## src/rtl/shift_seq_unit.sv

```systemverilog
// Sequential shift/rotate unit: one single-bit step per cycle under an IDLE/SHIFT/DONE FSM.
// Optional carry output is enabled by defining SHIFT_CARRY_EN.
module shift_seq_unit (
    input  logic       clk,
    input  logic       rst,
    input  logic       start,
    input  logic [7:0] A,
    input  logic [1:0] s,
    input  logic [2:0] amt,
    output logic [7:0] reg_out,
    output logic       busy,
    output logic       done
`ifdef SHIFT_CARRY_EN
    ,
    output logic       carry
`endif
);

    localparam int unsigned DATA_W = 8;
    localparam int unsigned CNT_W  = 3;

    typedef enum logic [1:0] {
        IDLE  = 2'd0,
        SHIFT = 2'd1,
        DONE  = 2'd2
    } state_t;

    state_t              state, state_next;
    logic [CNT_W-1:0]    count, count_next;
    logic [1:0]          op, op_next;
    logic [DATA_W-1:0]   reg_next;
    logic                busy_next, done_next;
`ifdef SHIFT_CARRY_EN
    logic                carry_next;
`endif

    // State and datapath registers
    always_ff @(posedge clk or posedge rst) begin
        if (rst) begin
            state   <= IDLE;
            count   <= '0;
            op      <= '0;
            reg_out <= '0;
            busy    <= 1'b0;
            done    <= 1'b0;
`ifdef SHIFT_CARRY_EN
            carry   <= 1'b0;
`endif
        end else begin
            state   <= state_next;
            count   <= count_next;
            op      <= op_next;
            reg_out <= reg_next;
            busy    <= busy_next;
            done    <= done_next;
`ifdef SHIFT_CARRY_EN
            carry   <= carry_next;
`endif
        end
    end

    // Next-state and datapath logic
    always_comb begin
        state_next = state;
        count_next = count;
        op_next    = op;
        reg_next   = reg_out;
`ifdef SHIFT_CARRY_EN
        carry_next = carry;
`endif
        case (state)
            IDLE, DONE: begin
                state_next = IDLE;
                if (start) begin
                    reg_next   = A;
                    op_next    = s;
                    count_next = amt;
`ifdef SHIFT_CARRY_EN
                    carry_next = 1'b0;
`endif
                    state_next = (amt != CNT_W'(0)) ? SHIFT : DONE;
                end
            end
            SHIFT: begin
                case (op)
                    2'b00:   reg_next = {reg_out[0], reg_out[DATA_W-1:1]};
                    2'b01:   reg_next = {1'b0, reg_out[DATA_W-1:1]};
                    2'b10:   reg_next = {reg_out[DATA_W-2:0], reg_out[DATA_W-1]};
                    default: reg_next = {reg_out[DATA_W-2:0], 1'b0};
                endcase
`ifdef SHIFT_CARRY_EN
                carry_next = op[1] ? reg_out[DATA_W-1] : reg_out[0];
`endif
                count_next = count - CNT_W'(1);
                if (count == CNT_W'(1)) begin
                    state_next = DONE;
                end
            end
            default: state_next = IDLE;
        endcase
        busy_next = (state_next == SHIFT);
        done_next = (state_next == DONE);
    end

endmodule

```

## config.mk

```make
export PLATFORM = sky130hd
export DESIGN_NAME = shift_seq_unit
export DESIGN_NICKNAME = d
export VERILOG_FILES = /design/src/rtl/shift_seq_unit.sv
export SDC_FILE = /design/constraint.sdc
export NUM_CORES = 1
export LEC_CHECK = 0
export ABC_CLOCK_PERIOD_IN_PS = 2200
export CAP_MARGIN = 20
export CORE_MARGIN = 1.5
export CORE_UTILIZATION = 48
export CTS_CLUSTER_DIAMETER = 40
export DETAILED_ROUTE_END_ITERATION = 8
export PLACE_DENSITY = 0.82
export SYNTH_ARGS = -nofsm -noshare
export SYNTH_HDL_FRONTEND = slang
export SYNTH_SLANG_ARGS = --single-unit
```

## constraint.sdc

```tcl
create_clock -name clk -period 2.2 [get_ports clk]
set_clock_uncertainty 0.15 [all_clocks]
set_input_delay 0.44 -clock clk [delete_from_list [all_inputs] [get_ports clk]]
set_output_delay 0.44 -clock clk [all_outputs]
set_load 0.01 [all_outputs]
```

Yosys cells after proc, flatten, opt, wreduce, memory -nomap -nowiden
Index checks and enable logic that the tools add are counted.
{"block": "totals", "latchBits": 0, "rom_bits": 0, "mem_count": 0, "elab_cells": 31, "inputBits": 16, "out_inout_bits": 10, "mem_bits_rw": 0, "reg_bits": 17}
{"block": "classes", "bitwise_logic": 0, "eq_ne": 8, "div": 0, "n_mux": 9, "addsub": 1, "multipliers": 0, "n_shift": 0, "n_reduce_logical": 7, "magnitude_cmp": 0}
{"op": "$pmux 8 s3", "n": 1}
{"op": "$pmux 8 s2", "n": 1}
{"op": "$mux 8", "n": 1}
{"op": "$eq 2x1->1 const B", "n": 3}
{"op": "$eq 2x2->1 const B", "n": 3}
{"op": "$mux 2", "n": 3}
{"op": "$pmux 3 s2", "n": 1}
{"op": "$logic_not 2->1", "n": 2}
{"op": "$pmux 2 s2", "n": 1}
{"op": "$reduce_and 2->1", "n": 2}
{"op": "$eq 3x1->1 const B", "n": 1}
{"op": "$mux 3", "n": 1}
{"op": "$reduce_bool 3->1", "n": 1}
{"op": "$sub 3x1->3 const B", "n": 1}
{"op": "$ne 2x2->1 const B", "n": 1}
{"op": "$reduce_bool 2->1", "n": 1}
{"op": "$reduce_or 2->1", "n": 1}

Depth between registers and ports, before layout
{"block": "logic_depth", "word_depth": 5, "ltp_mapped": 5, "ltp_nobuf": 5}

Worst setup path after synthesis
OpenSTA, ideal clock, no wires.
{"block": "synth_path", "kind": "input to register", "startpoint": "input port amt[1]", "endpoint": "register busy", "setup_ps": 128, "arrival_ps": 975, "t_required_ps": 1922, "n_path_buf": 0, "stages": 3, "path_slack_ps": 947, "path_cell_list": "or3_1 -> nand2_1 -> o21ai_0"}
{"block": "synth_via", "elab_chain_cells": 5}
{"element": "from (decl)", "line": "9", "source": "input logic [2:0] amt,"}
{"element": "$reduce_bool 3->1", "line": "81", "source": "state_next = (amt != CNT_W'(0)) ? SHIFT : DONE;"}
{"element": "$mux 2", "line": "81"}
{"element": "$mux 2", "line": "74", "source": "if (start) begin"}
{"element": "$pmux 2 s2", "line": "71", "source": "case (state)"}
{"element": "$eq 2x1->1", "line": "101", "source": "busy_next = (state_next == SHIFT);"}
{"element": "net busy_next", "line": "32", "source": "logic busy_next, done_next;"}
{"element": "to (signal assigned)", "line": "54", "source": "busy <= busy_next;"}
{"element": "to (decl)", "line": "11", "source": "output logic busy,"}
The timed path passes the listed nets, and every way through them passes these cells.
A chain may end at the register's enable or synchronous reset.

Worst setup path in the final report
{"block": "layout_path", "startpoint": "register reg_out[7]", "endpoint": "output port reg_out[7]"}
{"element": "from (decl)", "line": "10", "source": "output logic [7:0] reg_out,"}
{"element": "from (signal assigned)", "line": "53", "source": "reg_out <= reg_next;"}
No word-level cell between the ends.

==> results.py <==
metrics = {
    "outcome": {
        "status": "finished clean",
    },
    "placed_design": {
        "post-place-cells": 117,
        "port_buffers": 25,
        "post-dp-hpwl_um": 1324,
        "place_congestion": 0.8039,
    },
    "timing": {
        "finalHoldViolations": 0,
        "whs_ns": 0.3741,
        "slew_headroom": 0.5747,
        "finalMaxSlewViolations": 0,
        "finalSetupViolations": 0,
        "max_freq_mhz": 539.9,
        "tns_ns": 0,
        "period_share": 0.8419,
        "grt_setup_unrepaired": "false",
        "fin_crit_ns": 1.852,
        "worstMarginPinSlew_ns": 0.6372,
    },
    "drt": {
        "viasPerCell": 5.909,
        "antenna_left": 0,
        "dr.pass1.iters": 4,
        "routed_wl_um": 1782,
        "vias": 715,
        "wl_per_cell_um": 14.73,
        "drtIter0Drc": 25,
        "drc": 0,
    },
    "floorplan": {
        "initial_core_util": 0.5059,
        "core-area_mm2": 0.001689,
        "die_width_um": 45.20,
        "die_h_um": 45.20,
        "rows": 15,
        "ios": 26,
        "dieArea_mm2": 0.002043,
    },
    "final_layout": {
        "post-route-util": 0.6719,
        "fin_cells": 121,
        "finalNetCount": 123,
        "drive_above_1_share": 0.04808,
        "diodes": 0,
        "areaGrowthSynthToFinish_pct": 32.80,
        "fillers": 134,
    },
    "critical_path": {
        "critPathKind": "reg -> out",
        "r2r_slack_ns": 0.77,
        "critPathTopFamily": "buffers and inverters",
        "slowest_delay_ns": 0.56,
        "cp.arrival_ns": 1.26,
        "timing.critical_path.buf_inv": 1,
        "endpoint_kind": "output port",
        "startpoint_type": "flip-flop",
        "crit_chain": "clkdlybuf4s50_1",
        "cp.required_ns": 1.61,
        "crit_path_top_delay_cell": "clkdlybuf4s50_1",
        "crit_fanout": 4,
    },
    "synthesis": {
        "synth_compound_area_frac": 0.1977,
        "ys_seq_elements": 17,
        "syn_inst": 78,
        "synth_fp_nets": 96,
        "synthTopCellsByArea": "dfrtp_1, o221a_1, mux2i_1",
        "synth_top_family_by_area": "compound AO/OA/AOI/OAI gates",
        "synth_simple_gate_area_share": 0.1669,
        "ys_seq_area_frac": 0.4978,
        "yosysWarnings": 0,
        "synth_edf_count": 0,
        "muxShareOfSynthArea": 0.07028,
        "netlist_area_um2": 854.6,
        "yosysTopAreaCellShare": 0.4978,
        "synthAdderAreaFrac": 0.02928,
        "syn_area_per_cell_um2": 10.96,
        "async_flop_share": 1.000,
        "yosys.area_share.xor_xnor": 0,
        "ys.flop_type": "dfrtp_1",
        "yosysUniqueCellTypes": 25,
        "synth_area_leader_cell": "dfrtp_1",
    },
    "power": {
        "leakage_uw": 0.0004852,
        "pwr-share-seq": 0.387,
        "combPwrFrac": 0.513,
        "switchingPower_uw": 623.4,
        "pwr-share-clk": 0.099,
        "sw_frac_of_total": 0.3813,
        "p_per_area_mw_per_mm2": 1441,
        "intPower_uw": 1012,
        "peakVddDrop_mv": 0.9971,
    },
    "worst_hold_path": {
        "hp-class": "in -> async",
    },
    "global_routing": {
        "antenna_found_initial": 0,
        "overflow": 0,
        "first_global_vias": 632,
        "track_usage": 0.1977,
        "grt_pass1_wl_um": 2877,
        "grt_max_degree": 18,
    },
    "clocking": {
        "clock_latency_ns": 0.29,
        "cts-root-buf": "clkbuf_4",
        "cts_resized": 0,
        "cts_buffer_depth": 2,
        "h-tree-depth": 1,
        "post_cts_buffers": 0,
        "cts-hold-fix-buffers": 0,
        "clock-sinks": 17,
        "cts_tree": "done",
        "clk_pin_slew_worst_paths_ns": 0.09,
        "cts_buffers": 3,
    },
    "run": {
        "drv_cap": 0,
    },
}
[registers in the layout, indices dropped and copies added (netlist names)]
signal / cells
done: 1
count: 3
state: 2
op: 2
reg_out: 8
busy: 1
[per-layer routing]
layer | vias to the layer above | share of wire | global-route usage
li1 | 338 | - | -
met1 | 349 | 0.48 | 0.2648
met2 | 26 | 0.46 | 0.3200
met3 | 2 | 0.053 | 0.06000
met4 | 0 | 0.0034 | 0.03529
met5 | - | 0 | 0
[worst paths after layout]
path	from	to	depth (start not counted)
max in group asynchronous	rst	reg_out[3]$_DFFE_PP0P_	2
max reg2reg	state[0]$_DFF_PP0_	reg_out[0]$_DFFE_PP0P_	3
min in group clk	op[0]$_DFFE_PP0P_	op[0]$_DFFE_PP0P_	2
min reg2reg	op[0]$_DFFE_PP0P_	op[0]$_DFFE_PP0P_	2
min	rst	reg_out[7]$_DFFE_PP0P_	2
max	reg_out[7]$_DFFE_PP0P_	reg_out[7]	1
[Yosys cell counts (all sizes together), types with 2 or more instances]
| library cell | count |
|---|---|
| ha | 2 |
| mux2i | 6 |
| o221a | 9 |
| buf | 3 |
| nor2b | 2 |
| inv | 4 |
| o21ai | 4 |
| nand2b | 4 |
| dfrtp | 17 |
| o2bb2ai | 2 |
| nand2 | 15 |
[power by group through the flow]
stage | Combinational, uW | Clock [uW] | Sequential, uW
floorplan | 548 | 0 | 617
global placement | 818 | 0 | 628
detailed placement | 831 | 0 | 637
CTS | 837 | 165 | 631
global route | 924 | 177 | 652
finish | 839 | 162 | 633
[area by class of cell]
| class | instances | area, um^2 | share of cell area |
|---|---|---|---|
| flip-flops and latches | 17 | 425.4 | 0.3749 |
| repair buffers | 25 | 250.2 | 0.2205 |
| clock buffers | 4 | 26.28 | 0.02315 |
| inverters | 4 | 15.01 | 0.01323 |
| well taps | 17 | 21.27 | 0.01874 |
| multi-input cells | 54 | 396.6 | 0.3495 |
[metrics by stage]
| step | setup WS [ns] | cell area (um^2) | power (uW) |
|---|---|---|---|
| after global routing | 0.2964 | 1135 | 1753 |
| after CTS | 0.3380 | 1135 | 1633 |
| after floorplan | 0.9469 | 854.6 | 1165 |
| after detailed placement | 0.3767 | 1109 | 1469 |
| after global placement | 0.3821 | 1109 | 1446 |
| final | 0.3477 | 1135 | 1635 |
[cells in the final DEF, fill, tap and decap left out, types with 2 or more instances in the layout]
cell / instances
o221a_1: 9
o21ai_0: 2
nand2b_1: 3
clkdlybuf4s50_1: 25
ha_1: 2
nor2b_1: 2
inv_1: 4
mux2i_1: 6
nand2_1: 14
dfrtp_1: 17
o2bb2ai_1: 2
clkbuf_4: 3
o21ai_1: 2
[kinds of logic (layout without fill, tap and decap cells)]
| kind of cell | after synthesis | in the layout |
|---|---|---|
| buffers and inverters | 7 | 33 |
| and+or+nand+nor | 27 | 27 |
| DFF | 17 | 17 |
| adders and majority gates | 2 | 2 |
| AOI/OAI and AO/OA | 19 | 19 |
| muxes | 6 | 6 |
Note: power is estimated with default switching activity, not from simulation.
